[src/rtl/mem_stream_pkg.sv]
// mem_stream_pkg
//   Shared definitions for the result-memory read-back streamer:
//   - FSM state encoding used by mem_stream_reader.
//   - Depth of the output buffer that absorbs the memory read latency.
package mem_stream_pkg;

  typedef enum logic [1:0] {
    IDLE = 2'b00,
    RUN  = 2'b01,
    DONE = 2'b10
  } state_e;

  // Two entries are enough to hide the 1-cycle synchronous read latency
  // while still sustaining one word per cycle under continuous ready.
  localparam int BUF_DEPTH = 2;

endpackage : mem_stream_pkg

[src/rtl/mem_stream_reader_out_buf2.sv]
// out_buf2
//   Two-entry synchronous FIFO holding words read back from the result
//   memory until the downstream consumer accepts them.
//
// Ports:
//   clock    in   clock, rising edge
//   Reset    in   asynchronous active-high reset (empties the FIFO)
//   clear_i  in   synchronous clear (empties the FIFO)
//   push_i   in   write data_i at the tail
//   pop_i    in   drop the head entry
//   data_i   in   Ndb-bit word to push
//   head_o   out  head entry, 0 when empty
//   occ_o    out  number of stored entries (0..2)
//   empty_o  out  no entries stored
//   full_o   out  both entries stored
module out_buf2
  import mem_stream_pkg::*;
#(
  parameter int Ndb = 8
) (
  input  logic           clock,
  input  logic           Reset,
  input  logic           clear_i,
  input  logic           push_i,
  input  logic           pop_i,
  input  logic [Ndb-1:0] data_i,
  output logic [Ndb-1:0] head_o,
  output logic [1:0]     occ_o,
  output logic           empty_o,
  output logic           full_o
);

  logic [Ndb-1:0] slot_q [BUF_DEPTH];
  logic           rd_ptr_q;
  logic           wr_ptr_q;
  logic [1:0]     occ_q;
  logic [1:0]     occ_d;
  logic           do_push;
  logic           do_pop;

  assign empty_o = (occ_q == 2'd0);
  assign full_o  = (occ_q == 2'(BUF_DEPTH));
  assign occ_o   = occ_q;

  // A pop only happens with data present; a push into a full buffer is
  // accepted only when the head leaves in the same cycle.
  assign do_pop  = pop_i && !empty_o;
  assign do_push = push_i && (!full_o || do_pop);

  // Forcing 0 on an empty buffer keeps stale words off the output bus.
  assign head_o = empty_o ? '0 : slot_q[rd_ptr_q];

  always_comb begin
    occ_d = occ_q;
    case ({do_push, do_pop})
      2'b10:   occ_d = occ_q + 2'd1;
      2'b01:   occ_d = occ_q - 2'd1;
      default: occ_d = occ_q;
    endcase
  end

  always_ff @(posedge clock or posedge Reset) begin
    if (Reset) begin
      rd_ptr_q  <= 1'b0;
      wr_ptr_q  <= 1'b0;
      occ_q     <= 2'd0;
      slot_q[0] <= '0;
      slot_q[1] <= '0;
    end else if (clear_i) begin
      rd_ptr_q  <= 1'b0;
      wr_ptr_q  <= 1'b0;
      occ_q     <= 2'd0;
      slot_q[0] <= '0;
      slot_q[1] <= '0;
    end else begin
      if (do_push) begin
        slot_q[wr_ptr_q] <= data_i;
        wr_ptr_q         <= ~wr_ptr_q;
      end
      if (do_pop) begin
        rd_ptr_q <= ~rd_ptr_q;
      end
      occ_q <= occ_d;
    end
  end

endmodule : out_buf2

[src/rtl/mem_stream_reader.sv]
// mem_stream_reader
//   Read-side counterpart of the memProcessing datapath: on each Start it
//   reads result-memory addresses 0..Nwords-1 in order and streams the words
//   out over a valid/ready interface. The memory has a 1-cycle synchronous
//   read; a 2-entry output buffer plus a credit check keep one word per
//   cycle flowing under continuous ready without overflowing on stalls.
//
// Ports:
//   clock     in   clock, rising edge
//   Reset     in   asynchronous active-high reset
//   Init      in   synchronous clear to IDLE, overrides everything else
//   Start     in   begin a sequence (sampled in IDLE or DONE only)
//   AddrR     out  read address to the memory (its we is tied 0 outside)
//   DataR     in   memory read data, valid the cycle after AddrR
//   OutData   out  head word of the output buffer (0 when empty)
//   OutValid  out  output buffer non-empty
//   OutReady  in   consumer accepts; transfer = OutValid & OutReady
//   Busy      out  sequence in progress
//   Done      out  sequence finished (level, until Start/Init/Reset)
module mem_stream_reader
  import mem_stream_pkg::*;
#(
  parameter int Ndb    = 8,
  parameter int Ndw    = 2,
  parameter int Nwords = 4
) (
  input  logic           clock,
  input  logic           Reset,
  input  logic           Init,
  input  logic           Start,
  output logic [Ndw-1:0] AddrR,
  input  logic [Ndb-1:0] DataR,
  output logic [Ndb-1:0] OutData,
  output logic           OutValid,
  input  logic           OutReady,
  output logic           Busy,
  output logic           Done
);

  localparam int CW = $clog2(Nwords + 1);

  state_e        state_q;
  state_e        state_d;
  logic [CW-1:0] issue_cnt_q;
  logic [CW-1:0] issue_cnt_d;
  logic [CW-1:0] sent_cnt_q;
  logic [CW-1:0] sent_cnt_d;
  logic          pending_q;
  logic          pending_d;

  logic [1:0]    buf_occ;
  logic          buf_empty;
  logic          buf_full;
  logic [Ndb-1:0] buf_head;

  logic          pop;
  logic [2:0]    credit_used;
  logic          issue;
  logic [CW-1:0] sent_next;

  // --------------------------------------------------------------------
  // Output buffer
  // --------------------------------------------------------------------
  out_buf2 #(
    .Ndb (Ndb)
  ) u_buf (
    .clock   (clock),
    .Reset   (Reset),
    .clear_i (Init),
    .push_i  (pending_q),
    .pop_i   (pop),
    .data_i  (DataR),
    .head_o  (buf_head),
    .occ_o   (buf_occ),
    .empty_o (buf_empty),
    .full_o  (buf_full)
  );

  assign OutValid = !buf_empty;
  assign OutData  = buf_head;
  assign pop      = OutValid && OutReady;

  // --------------------------------------------------------------------
  // Credit logic
  // A word read this cycle lands in the buffer one cycle later, so the
  // slots already committed are the stored words plus the word in flight,
  // minus the one leaving now. Issue only while that stays below depth.
  // The full term is already implied by the credit check; it is kept so
  // the one case that would overflow is visibly excluded.
  // --------------------------------------------------------------------
  assign credit_used = 3'(buf_occ) + 3'(pending_q) - 3'(pop);
  assign issue       = (state_q == RUN)
                    && (issue_cnt_q < CW'(Nwords))
                    && (credit_used < 3'(BUF_DEPTH))
                    && !(buf_full && !pop);

  assign sent_next = sent_cnt_q + CW'(pop);

  // AddrR tracks the issue counter, so it naturally holds while stalled.
  assign AddrR = Ndw'(issue_cnt_q);

  // --------------------------------------------------------------------
  // FSM: next state and outputs
  // --------------------------------------------------------------------
  always_comb begin
    state_d     = state_q;
    issue_cnt_d = issue_cnt_q;
    sent_cnt_d  = sent_cnt_q;
    pending_d   = 1'b0;
    Busy        = 1'b0;
    Done        = 1'b0;

    case (state_q)
      IDLE: begin
        if (Start) begin
          state_d     = RUN;
          issue_cnt_d = '0;
          sent_cnt_d  = '0;
        end
      end

      RUN: begin
        Busy      = 1'b1;
        pending_d = issue;
        if (issue) begin
          issue_cnt_d = issue_cnt_q + CW'(1);
        end
        sent_cnt_d = sent_next;
        // The last transfer completes this cycle: finish at this edge.
        if (sent_next == CW'(Nwords)) begin
          state_d = DONE;
        end
      end

      DONE: begin
        Done = 1'b1;
        if (Start) begin
          state_d     = RUN;
          issue_cnt_d = '0;
          sent_cnt_d  = '0;
        end
      end

      default: begin
        state_d     = IDLE;
        issue_cnt_d = '0;
        sent_cnt_d  = '0;
      end
    endcase
  end

  // --------------------------------------------------------------------
  // FSM: state register
  // --------------------------------------------------------------------
  always_ff @(posedge clock or posedge Reset) begin
    if (Reset) begin
      state_q     <= IDLE;
      issue_cnt_q <= '0;
      sent_cnt_q  <= '0;
      pending_q   <= 1'b0;
    end else if (Init) begin
      state_q     <= IDLE;
      issue_cnt_q <= '0;
      sent_cnt_q  <= '0;
      pending_q   <= 1'b0;
    end else begin
      state_q     <= state_d;
      issue_cnt_q <= issue_cnt_d;
      sent_cnt_q  <= sent_cnt_d;
      pending_q   <= pending_d;
    end
  end

endmodule : mem_stream_reader

[config.mk]
export PLATFORM = sky130hd
export DESIGN_NAME = mem_stream_reader
export DESIGN_NICKNAME = d
export VERILOG_FILES = /design/src/rtl/mem_stream_pkg.sv /design/src/rtl/mem_stream_reader_out_buf2.sv /design/src/rtl/mem_stream_reader.sv
export SDC_FILE = /design/constraint.sdc
export NUM_CORES = 1
export LEC_CHECK = 0
export BUFFER_PORTS_ARGS = -buffer_cell sky130_fd_sc_hd__buf_2
export CELL_PAD_IN_SITES_DETAIL_PLACEMENT = 2
export CELL_PAD_IN_SITES_GLOBAL_PLACEMENT = 2
export CORE_MARGIN = 2
export CORE_UTILIZATION = 32
export DETAILED_ROUTE_END_ITERATION = 12
export PLACE_DENSITY = 0.82
export SLEW_MARGIN = 20
export SYNTH_ARGS = -nofsm -noshare
export SYNTH_HDL_FRONTEND = slang
export SYNTH_HIERARCHICAL = 1
export SYNTH_SLANG_ARGS = --single-unit
export TNS_END_PERCENT = 10
[constraint.sdc]
create_clock -name clock -period 2.5 [get_ports clock]
set_input_delay 0.25 -clock clock [delete_from_list [all_inputs] [get_ports clock]]
set_output_delay 0.25 -clock clock [all_outputs]
set_load 0.005 [all_outputs]
=== After elaboration in Yosys (flattened, before gate mapping) ===
Index checks and enable logic that the tools add are counted.

* Bits of input ports: 13
* Output and inout port bits: 13
* Flip-flop bits (word level): 29

* Order comparisons: 5
* $add $sub $neg: 6
* Multiplexer cells: 29
* Equal/unequal tests: 9
* Bitwise operators: 4
* Reductions and logical operators: 21

{| class="wikitable"
|+ Operator list
! operator !! number
|-
| 8-bit 2-to-1 mux || 5
|-
| 16-bit 2-to-1 mux || 2
|-
| 16-bit bitwise mux || 1
|-
| 3-bit 2-to-1 mux || 4
|-
| 3-bit case mux with 2 select lines || 2
|-
| 8-bit demux with 1-bit select || 1
|-
| 1-bit logical AND || 8
|-
| 1-bit 2-to-1 mux || 8
|-
| 2-bit 2-to-1 mux || 4
|-
| 2-bit case mux with 2 select lines || 2
|-
| 2-bit equality test, second input constant || 3
|-
| 2-bit by 1-bit equality test with 1-bit output, second input constant || 2
|-
| 2-bit >= comparator, second input constant || 2
|-
| 1-bit zero test || 4
|-
| 2-bit zero test || 2
|-
| 1-bit inverter with 2-bit output || 2
|-
| 2-bit AND reduction || 2
|-
| 2-bit nonzero test || 2
|-
| 2-bit by 1-bit adder with 3-bit output || 1
|-
| 3-bit by 1-bit adder with 3-bit output || 1
|-
| 3-bit by 1-bit adder with 3-bit output, second input constant || 1
|-
| 3-bit equality test, second input constant || 1
|-
| 3-bit by 2-bit < comparator with 1-bit output, second input constant || 1
|-
| 3-bit < comparator, second input constant || 1
|-
| 11 further kinds || 12
|}

=== Depth between registers and ports, before layout ===
Gate-level depths: netlist (run 1).

* Depth after elaboration: 10
* Gate-level depth with buffers: 9

=== Modules after synthesis ===
The synthesis (run 1) kept the hierarchy.

{| class="wikitable"
|+ Modules (own cells, without submodules)
! module !! seq. area each (um^2) !! cells an instance !! times used !! area an instance (um^2)
|-
| out_buf2 || 500.5 || 81 || 1 || 953.4
|-
| mem_stream_reader || 225.2 || 56 || 1 || 591.8
|}

=== Worst setup path after synthesis (run 1) ===
OpenSTA, ideal clock, no wires.

* Path kind: reg-to-reg
* Start: register u_buf.occ_q[1], in the netlist u_buf/occ_o[1]
* End: register issue_cnt_q[1]
* Cell stages (with the launch flop): 10
* Data required time: 2.379 ns
* Setup time: 0.121 ns
* Arrival: 2.462 ns
* Slack: -0.083 ns
* Period minus slack after synthesis: 2.583 ns
* Cells stage by stage: dfrtp_1 > nor2_1 > nor2b_4 > and2b_1 > o21ai_1 > fa_1 > xnor2_2 > o2111ai_1 > a21o_1 > a22o_1

* Cells in the longest elaborated chain, start to end: 9
* Elaborated cells between the ends (all ways): 14
* Classes of those cells: add/sub: 2; order compare: 1; eq/ne: 2; reduce/logical: 9

{| class="wikitable"
|+ Ends and longest elaborated chain
! what !! RTL line !! source
|-
| start, declared || mem_stream_reader_out_buf2.sv:36 || <nowiki>logic [1:0] occ_q;</nowiki>
|-
| start signal, assigned || mem_stream_reader_out_buf2.sv:66 || <nowiki>occ_q <= 2'd0;</nowiki>
|-
| start signal, assigned || mem_stream_reader_out_buf2.sv:72 || <nowiki>occ_q <= 2'd0;</nowiki>
|-
| start signal, assigned || mem_stream_reader_out_buf2.sv:83 || <nowiki>occ_q <= occ_d;</nowiki>
|-
| 2-bit zero test (*) || mem_stream_reader_out_buf2.sv:41 || <nowiki>assign empty_o = (occ_q == 2'd0);</nowiki>
|-
| net buf_empty || mem_stream_reader.sv:52 || <nowiki>logic buf_empty;</nowiki>
|-
| 1-bit zero test (*) || mem_stream_reader.sv:79 || <nowiki>assign OutValid = !buf_empty;</nowiki>
|-
| 1-bit logical AND (*) || mem_stream_reader.sv:81 || <nowiki>assign pop = OutValid && OutReady;</nowiki>
|-
| net pop || mem_stream_reader.sv:56 || <nowiki>logic pop;</nowiki>
|-
| 3-bit by 1-bit subtractor with 3-bit output / 1-bit zero test (equally long branches) || mem_stream_reader.sv:91, mem_stream_reader.sv:95 ||
|-
| 3-bit by 2-bit < comparator with 1-bit output / 1-bit logical AND (equally long branches) || mem_stream_reader.sv:94, mem_stream_reader.sv:95 ||
|-
| 1-bit logical AND / 1-bit zero test (equally long branches) || mem_stream_reader.sv:94, mem_stream_reader.sv:95 ||
|-
| 1-bit logical AND (*) || mem_stream_reader.sv:95 || <nowiki>&& !(buf_full && !pop);</nowiki>
|-
| 3-bit inequality test (no line) (*) || -- ||
|-
| 2-bit AND reduction (no line) (*) || -- ||
|-
| end signal, assigned || mem_stream_reader.sv:168 || <nowiki>issue_cnt_q <= issue_cnt_d;</nowiki>
|-
| end, declared || mem_stream_reader.sv:44 || <nowiki>logic [CW-1:0] issue_cnt_q;</nowiki>
|}

The timed path passes the listed nets; every way through them passes the cells marked *.
A chain may end at the register's enable or synchronous reset.

=== Worst setup path after layout (run 1) ===
Same ends and word-level chain as after synthesis.

==> results.tsv, run 1 <==
metric	value	unit
outcome	complete, no violations	
crit_required	2.67	ns
yosys.area.top_type_share	0.4696	
rr_startpoint	u_buf/occ_o[1]	
tritoncts	built	
min_period	2.348	ns
combPwrFrac	0.110	
cts_buffer_depth	2	
regToRegEndpoint	issue_cnt_q[1]	
worstHoldPathType	input port to register	
crit_chain	nor2_2, nor2b_4, nor2b_2, o21ai_1, fa_1, xnor2_2, buf_4, o2111a_1, and2_4, a22o_1	
first_pass_iters	4	
synth_top_family_by_area	compound AO/OA/AOI/OAI gates	
clk_pin_slew_worst_paths	0.07	ns
switching_share	0.2333	
yosysTopAreaCell	dfrtp_1	
wire_per_inst	20.06	microns
htreeDepth	2	
switchingPower	0.0002846	W
holdWs	0.1984	ns
critPathMaxFanout	6	
clk_latency	0.29	ns
drt_iter0_drc	75	
antenna_cells	0	
slew_headroom	0.4549	
setup_viol	0	
clkPwrFrac	0.480	
peakVddDrop	216.7	uV
grt_pass1_wl	7231	microns
clock_skew	0.006053	ns
synth-xor-area-share	0.02186	
utilization	0.4053	
grt_overflow	0	
p_per_area	641.4	mW/mm^2
cpLargestDelayFamily	simple AND/OR/NAND/NOR gates	
ys_seq_elements	29	
drt_wl_total	4533	microns
path_buf_inv	1	
area_growth	23.08	%
register_area	726.9	sq um
grt_setup_unrepaired	no	
synth_compound_area_frac	0.2170	
ys_seq_area_frac	0.4696	
drt-vias-per-instance	5.376	
min_to	u_buf/slot_q[4]	
period_share	0.9393	
cts_made_buffers	5	
start_kind	register	
initial_core_util	0.3293	
hold_start	DataR[4]	
synth_mux_area_frac	0.05830	
drive_above_1_share	0.3023	
antenna_found_initial	0	
core-area	0.004692	sq mm
leakage	0.9249	nW
track_usage	0.1793	
fp.dieH	73.49	microns
fmax	0.4258	GHz
min_path_cells	2	
antenna_left	0	
rrSetupSlack	0.15	ns
yosys.area_share.simple	0.1538	
vias	1215	
place.detailed.hpwl	3006	microns
fin_nets	188	
grt_pass1_vias	1355	
syn_inst	137	
worstMarginPinSlew	0.8167	ns
multiInputGateArea	759.5	sq um
syn_nets	154	
p_seq_frac	0.410	
synthesis.area_per_instance	11.28	sq um
numPortBuffers	25	
gp_congestion	0.8114	
finalSetupTns	0	ns
drc	0	
hold_viol_final	0	
cpMaxStageDelayCell	fa_1	
reg2regPathDepth	10	
clock-sinks	29	
internal_power	0.0009353	W
clockRootBuffer	clkbuf_8	
num_io_pins	26	
fillers	498	
critPathArrivalTime	2.52	ns
slew_viol_final	0	
yosysWarnings	6	
drv_cap	0	
synthAdderAreaFrac	0.03725	
cpPeakStageDelay	0.43	ns
critPathKind	register to register	
synth.distinct_cells	38	
dieArea	0.005401	sq mm
p_total	0.001220	W
grt_max_degree	21	
cp-end-kind	register	
ys_top_cells_by_area	dfrtp_1 47%, a22o_1 11%, mux2i_1 5.8%, nor2_1 3.4%, a31oi_4 2.8%	
syn-cell-area	0.001545	sq mm
rows	25	
die_x	73.49	microns
-- sequential cells by signal, indices dropped and copies added (netlist names) --
signal and cells:
sent_cnt_q 3, u_buf/occ_o 2, pending_q 1, issue_cnt_q 3, u_buf/rd_ptr_q 1, state_q 2, u_buf/slot_q 16, u_buf/wr_ptr_q 1
-- cells in the mapped netlist --
master	n
inv_1	7
mux2i_1	9
a31oi_4	2
and2b_1	3
xnor2_2	1
a211oi_1	2
o2111ai_1	1
a22o_1	19
fa_1	1
buf_4	2
xnor2_1	1
o2111a_1	1
nand4b_1	1
and2_4	1
a21oi_1	3
nor2b_4	1
dfrtp_1	29
nor2_1	14
o21ai_0	2
nor3_1	2
a211oi_2	1
buf_6	1
or3b_4	1
a21o_1	2
nor3_2	1
clkbuf_1	2
xor2_1	1
o21a_1	2
nor3b_4	1
and3_1	2
nor2b_1	6
nand2_1	5
nand2b_1	1
ha_1	3
o21ai_1	3
o311ai_1	1
buf_2	1
or3_1	1
-- metrics by stage --
stage / worst slack [ns] / area, sq um / instances
2_1_floorplan: 0.09313 / 1548 / 137
3_3_place_gp: 0.2314 / 1724 / 213
3_5_place_dp: 0.04898 / 1724 / 213
4_1_cts: 0.03638 / 1869 / 222
5_1_grt: 0.04383 / 1902 / 226
6_report: 0.1516 / 1902 / 226
-- area by class of cell --
type	count	share of cell area
Multi-Input combinational cell	95	0.3993
Sequential cell	29	0.3822
Timing Repair Buffer	33	0.09868
Clock buffer	5	0.03618
Tap cell	54	0.03553
Clock inverter	3	0.03421
Inverter	7	0.01382
-- cell families after synthesis --
group / after synthesis
muxes: 9
AOI/OAI and AO/OA: 39
adders and majority gates: 4
buffers and inverters: 13
DFF: 29
xor gates and xnor gates: 3
and+or+nand+nor: 40
-- cells in the final DEF, fill, tap and decap left out, types with 2 or more instances in the layout --
cell | synthesis | layout
and3_1 | 2 | 2
dfrtp_1 | 29 | 28
o21ai_0 | 2 | 2
o21ai_1 | 3 | 3
a21o_1 | 2 | 2
nor3_1 | 2 | 2
clkbuf_8 | 0 | 5
nor2b_1 | 6 | 5
ha_1 | 3 | 3
o21a_1 | 2 | 2
buf_4 | 2 | 7
nor2_1 | 14 | 13
inv_1 | 7 | 7
buf_2 | 1 | 25
a21oi_1 | 3 | 3
a22o_1 | 19 | 19
a31oi_4 | 2 | 2
nand2_1 | 5 | 5
a211oi_1 | 2 | 2
bufinv_16 | 0 | 2
and2b_1 | 3 | 3
mux2i_1 | 9 | 9
-- timing repair --
action | CTS | global route
setup buffers | 0 | 4
cloned | 0 | 0
pin swaps | 0 | 1
endpoints found under the hold margin | 9 | 0
hold buffers | 1 | 0
gates resized for setup | 1 | 1
endpoints found under the setup margin | 2 | 2
-- routing by layer --
layer / share of wire / vias up / global-route usage
li1: - / 564 / -
met1: 0.44 / 631 / 0.2320
met2: 0.51 / 16 / 0.2946
met3: 0.024 / 4 / 0.04115
met4: 0.017 / 0 / 0.06061
met5: 0 / - / 0
-- power groups by stage --
| stage | Combinational (W) | Clock (W) | Sequential [W] |
|---|---|---|---|
| final | 0.000134 | 0.000586 | 0.000500 |
| after global routing | 0.000148 | 0.000623 | 0.000502 |
| after CTS | 0.000126 | 0.000597 | 0.000501 |
| after detailed placement | 0.000123 | 0 | 0.000510 |
| after global placement | 0.000112 | 0 | 0.000507 |
| after floorplan | 0.0000812 | 0 | 0.000502 |
-- worst max path at each step --
stage	start	endpoint	slack (ns)	depth (start not counted)
3_3_place_gp	u_buf/occ_o[0]	issue_cnt_q[1]	0.23	9
5_1_grt	u_buf/occ_o[1]	issue_cnt_q[1]	0.04	10
4_1_cts	u_buf/occ_o[0]	issue_cnt_q[0]	0.04	9
6_report	u_buf/occ_o[1]	issue_cnt_q[1]	0.15	10
2_1_floorplan	u_buf/occ_o[1]	issue_cnt_q[1]	0.09	9
3_5_place_dp	u_buf/occ_o[0]	issue_cnt_q[1]	0.05	9
Note: power is estimated with default switching activity, not from simulation.
==> inputs of run 2 (changes only) <==
--- a/config.mk
+++ b/config.mk
@@ -9,9 +9,9 @@
 export CELL_PAD_IN_SITES_DETAIL_PLACEMENT = 2
 export CELL_PAD_IN_SITES_GLOBAL_PLACEMENT = 2
 export CORE_MARGIN = 2
-export CORE_UTILIZATION = 32
+export CORE_UTILIZATION = 25
 export DETAILED_ROUTE_END_ITERATION = 12
-export PLACE_DENSITY = 0.82
+export PLACE_DENSITY = 0.68
 export SLEW_MARGIN = 20
 export SYNTH_ARGS = -nofsm -noshare
 export SYNTH_HDL_FRONTEND = slang
==> results.tsv, run 2 (synthesis gave the netlist of run 1 again) <==
metric	value	unit
core-area	0.005956	sq mm
reg2regPathDepth	9	
grt_pass1_vias	1350	
hold_start	DataR[3]	
slew_viol_final	0	
antenna_left	0	
critPathArrivalTime	2.47	ns
clock-sinks	29	
peakVddDrop	185.7	uV
worstHoldPathType	input port to register	
clk_latency	0.28	ns
fmax	0.4329	GHz
clk_pin_slew_worst_paths	0.06	ns
critPathMaxFanout	7	
drive_above_1_share	0.3023	
outcome	complete, no violations	
grt_max_degree	21	
worstMarginPinSlew	0.8088	ns
multiInputGateArea	772.0	sq um
p_per_area	532.9	mW/mm^2
vias	1215	
grt_pass1_wl	6720	microns
fillers	659	
fp.dieH	82.62	microns
min_path_cells	2	
num_io_pins	26	
largest_reg_flops	16	
hold_viol_final	0	
top_register	u_buf/slot_q	
min_period	2.310	ns
cp-end-kind	register	
rows	28	
start_kind	register	
rrSetupSlack	0.19	ns
drc	0	
track_usage	0.1346	
final_common_cell	dfrtp_1	
design_area	0.001889	sq mm
gp_congestion	0.7321	
grt_setup_unrepaired	no	
die_x	82.62	microns
place_area	0.001758	sq mm
register_area	726.9	sq um
numPortBuffers	25	
cts_buffer_depth	2	
crit_required	2.66	ns
leakage	0.9037	nW
first_pass_iters	3	
grt_overflow	0	
layout_common_cells	28 x dfrtp_1, 25 x buf_2, 19 x a22o_1	
fin_nets	188	
drv_cap	0	
tritoncts	built	
place.detailed.hpwl	2968	microns
antenna_found_initial	0	
drt_iter0_drc	38	
top_regs	u_buf/slot_q: 16 flops, issue_cnt_q: 3 flops, sent_cnt_q: 3 flops	
area_growth	22.27	%
setup_viol	0	
critPathKind	register to register	
drt-vias-per-instance	4.919	
drt_wl_total	4124	microns
wire_per_inst	16.70	microns
initial_core_util	0.2595	
dieArea	0.006826	sq mm
min_to	u_buf/slot_q[3]	
clockRootBuffer	clkbuf_8	
antenna_cells	0	
regToRegEndpoint	issue_cnt_q[0]	
slew_headroom	0.4602	
clock_skew	0.003894	ns
rr_startpoint	u_buf/occ_o[0]	
cts_made_buffers	5	
finalSetupTns	0	ns
htreeDepth	2	
period_share	0.9240	
run 2: worst max path at each step:
stage / start / to / slack [ns]
floorplan: u_buf/occ_o[1] / issue_cnt_q[1] / 0.09
global placement: u_buf/occ_o[0] / issue_cnt_q[1] / 0.24
detailed placement: u_buf/occ_o[0] / issue_cnt_q[0] / 0.04
CTS: u_buf/occ_o[0] / issue_cnt_q[0] / 0.02
global route: u_buf/occ_o[0] / issue_cnt_q[0] / 0.02
finish: u_buf/occ_o[0] / issue_cnt_q[0] / 0.19
run 2: stage by stage:
step | total power (W) | setup slack (ns) | util | std cells | hold WS [ns]
after CTS | 0.001017 | 0.01635 | 0.3107 | 244 | 0.1968
final | 0.001007 | 0.1899 | 0.3172 | 247 | 0.2036
after detailed placement | 0.0006321 | 0.03841 | 0.2952 | 235 | 0.2608
after floorplan | 0.0005828 | 0.09313 | - | 137 | 0.07792
after global placement | 0.0006226 | 0.2372 | 0.2952 | 235 | 0.2339
after global routing | 0.001056 | 0.01590 | 0.3172 | 247 | 0.2107
run 2: area by class of cell:
| type | count | share of cell area |
|---|---|---|
| well taps | 75 | 0.04967 |
| clock inverters | 2 | 0.005298 |
| flip-flops and latches | 29 | 0.3848 |
| multi-input cells | 95 | 0.4086 |
| repair buffers | 33 | 0.09934 |
| inverters | 7 | 0.01391 |
| clock buffers | 6 | 0.03841 |
run 2: where the power goes:
group | switching (W) | internal [W] | total [W]
Sequential | 0.0000146 | 0.000483 | 0.000498
Combinational | 0.0000768 | 0.0000572 | 0.000134
Clock | 0.000182 | 0.000192 | 0.000375
Total | 0.000274 | 0.000733 | 0.00101
run 2: what timing repair did:
item | 4_1_cts | 5_1_grt
setup endpoints to repair | 0 | 2
resized for setup | 0 | 4
hold buffers | 1 | 0
setup buffers | 0 | 3
hold endpoints to repair | 9 | 0
run 2: per-layer routing:
layer  global-route usage  routed length, microns
met5                    0                       0
met2               0.2177                    2068
met1               0.1722                    1885
met3              0.02935                     100
met4              0.05902                      69
run 2: worst max-delay path, cell delays in order (launching register included):
cell       delay, ns
dfrtp_2         0.45
nor2_2          0.16
nor2b_4         0.08
and2b_1         0.21
o21ai_1         0.07
fa_1            0.41
xnor2_2         0.23
o2111ai_1       0.21
o311ai_2        0.31
nand2_1         0.08
==> inputs of run 3 (changes only) <==
--- a/config.mk
+++ b/config.mk
@@ -15,6 +15,5 @@
 export SLEW_MARGIN = 20
 export SYNTH_ARGS = -nofsm -noshare
 export SYNTH_HDL_FRONTEND = slang
-export SYNTH_HIERARCHICAL = 1
 export SYNTH_SLANG_ARGS = --single-unit
 export TNS_END_PERCENT = 10
==> results.tsv, run 3 <==
metric	value	unit
critPathArrivalTime	2.57	ns
layout_common_cells	29 x dfrtp_1, 25 x buf_2, 20 x nor2_1	
wire_per_inst	16.83	microns
cpMaxStageDelayCell	fa_1	
ctsHoldBuffers	0	
antenna_cells	0	
period_share	0.9611	
slew_viol_final	0	
fp.dieH	82.53	microns
path_buf_inv	2	
internal_power	0.0007842	W
min_period	2.403	ns
numPortBuffers	25	
clockRootBuffer	clkbuf_8	
grt_max_degree	30	
clk_pin_slew_worst_paths	0.07	ns
place.detailed.hpwl	2906	microns
rows	28	
synth_edf_count	0	
top_register	u_buf.slot_q	
p_seq_frac	0.475	
syn_inst	136	
crit_chain	buf_4, inv_1, ha_1, nand2b_1, fa_1, o211a_1, o2111ai_4, mux2_2	
core-area	0.005956	sq mm
ys_top_cells_by_area	dfrtp_1 47%, a22o_1 9.1%, mux2i_1 6.5%, nor2_1 4.9%, ha_1 3.2%	
yosys.area.top_type_share	0.4708	
ys_seq_area_frac	0.4708	
yosysTopAreaCell	dfrtp_1	
synthesis.area_per_instance	11.33	sq um
drive_above_1_share	0.2952	
finalSetupTns	0	ns
critPathKind	register to register	
synth.distinct_cells	37	
rr_startpoint	u_buf.occ_o[0]	
drt_wl_total	4055	microns
drt_iter0_drc	55	
start_kind	register	
switchingPower	0.0002696	W
clock_skew	0.006949	ns
dieArea	0.006810	sq mm
p_per_area	562.2	mW/mm^2
largest_reg_flops	16	
fin_nets	183	
worstMarginPinSlew	0.7782	ns
track_usage	0.1322	
cts_buffer_depth	2	
synth-main-ff-cell	dfrtp_1	
syn_nets	154	
top_regs	u_buf.slot_q: 16 flops, issue_cnt_q: 3 flops, sent_cnt_q: 3 flops	
peakVddDrop	194.6	uV
gp_congestion	0.6832	
drc	0	
clk_latency	0.28	ns
grt_pass1_wl	6555	microns
worstHoldPathType	input port to async pin	
slew_headroom	0.4793	
initial_core_util	0.2588	
syn-cell-area	0.001541	sq mm
finalNonFillerCells	241	
grt_overflow	0	
startpoint	u_buf.occ_o[0]	
drv_cap	0	
cts_made_buffers	5	
async_flop_share	1.000	
vias	1183	
synthTopCellsByCount	29 x dfrtp_1, 20 x nor2_1, 16 x a22o_1, 10 x mux2i_1, 7 x inv_1	
crit_required	2.67	ns
first_pass_iters	3	
cp-end-kind	register	
yosysWarnings	0	
antenna_left	0	
switching_share	0.2558	
outcome	complete, no violations	
critPathMaxFanout	6	
fmax	0.4162	GHz
dp.cells	233	
grt_pass1_vias	1304	
clkPwrFrac	0.406	
fillers	680	
hold_viol_final	0	
antenna_found_initial	0	
drt-vias-per-instance	4.909	
leakage	0.8810	nW
cpLargestDelayFamily	adder cells	
synth.most_common_cell	dfrtp_1	
clock-sinks	29	
combPwrFrac	0.119	
num_io_pins	26	
htreeDepth	2	
final_common_cell	dfrtp_1	
die_x	82.53	microns
cpPeakStageDelay	0.41	ns
tritoncts	built	
ys_seq_elements	29	
area_growth	21.59	%
setup_viol	0	
==> run 3: power groups by stage <==
stage                     sequential (W)  combinational [W]  clock (W)
after CTS                       0.000500           0.000126   0.000450
after global routing            0.000502           0.000141   0.000474
final                           0.000500           0.000125   0.000428
after global placement          0.000507           0.000117          0
after detailed placement        0.000509           0.000125          0
after floorplan                 0.000502          0.0000851          0
==> run 3: layer usage <==
layer / vias to the layer above / routed length (microns) / share of wire / GRT usage
met3: 7 / 157 / 0.039 / 0.03913
met5: - / 0 / 0 / 0
met4: 0 / 52 / 0.013 / 0.03934
met1: 606 / 1636 / 0.40 / 0.1483
li1: 548 / - / - / -
met2: 22 / 2208 / 0.54 / 0.2403
==> run 3: cell families after synthesis <==
kind of cell,count (synthesis),share of synthesized area
adders and majority gates,5,0.04546
buffers and inverters,16,0.04951
DFF,29,0.4708
AOI/OAI and AO/OA,35,0.1989
xor gates and xnor gates,2,0.01137
muxes,11,0.07224
and+or+nand+nor,38,0.1518
==> run 3: stage by stage <==
step	setup WS [ns]	power, W	instance area, sq um	util	hold WS [ns]
after floorplan	0.005341	0.0005874	1548	-	0.3281
after global routing	-0.02317	0.001117	1874	0.3147	0.05878
after detailed placement	0.01460	0.0006343	1758	0.2952	0.3518
final	0.09715	0.001054	1874	0.3147	0.02606
after CTS	0.01405	0.001077	1859	0.3122	0.03824
after global placement	0.1438	0.0006237	1758	0.2952	0.3336
==> run 3: worst register-to-register path: stages, from the launching register on <==
cell	delay [ns]
dfrtp_1	0.40
buf_4	0.17
inv_1	0.12
ha_1	0.24
nand2b_1	0.15
fa_1	0.41
o211a_1	0.19
o2111ai_4	0.24
mux2_2	0.36
==> run 3: final timing paths <==
check	slack [ns]	end	depth (start not counted)
max	0.1	issue_cnt_q[0]	8
min	0.03	issue_cnt_q[0]	3
max reg2reg	0.1	issue_cnt_q[0]	8
min reg2reg	0.50	u_buf.slot_q[12]	1
max in group asynchronous	2.18	u_buf.slot_q[11]	3
min in group clock	0.21	u_buf.slot_q[3]	2
==> run 3: cell type report <==
cell class	count	area, sq um	area share
clock inverter	1	5.005	0.002670
clock buffer	7	96.34	0.05140
multi-input combinational	91	760.7	0.4059
inverter	8	30.03	0.01602
timing repair buffer	30	162.7	0.08678
sequential	29	725.7	0.3872
tap	75	93.84	0.05007
==> run 3: timing repair <==
item,in CTS,in global routing
gates resized for setup,0,3
setup buffers,0,0
setup endpoints to repair,0,1
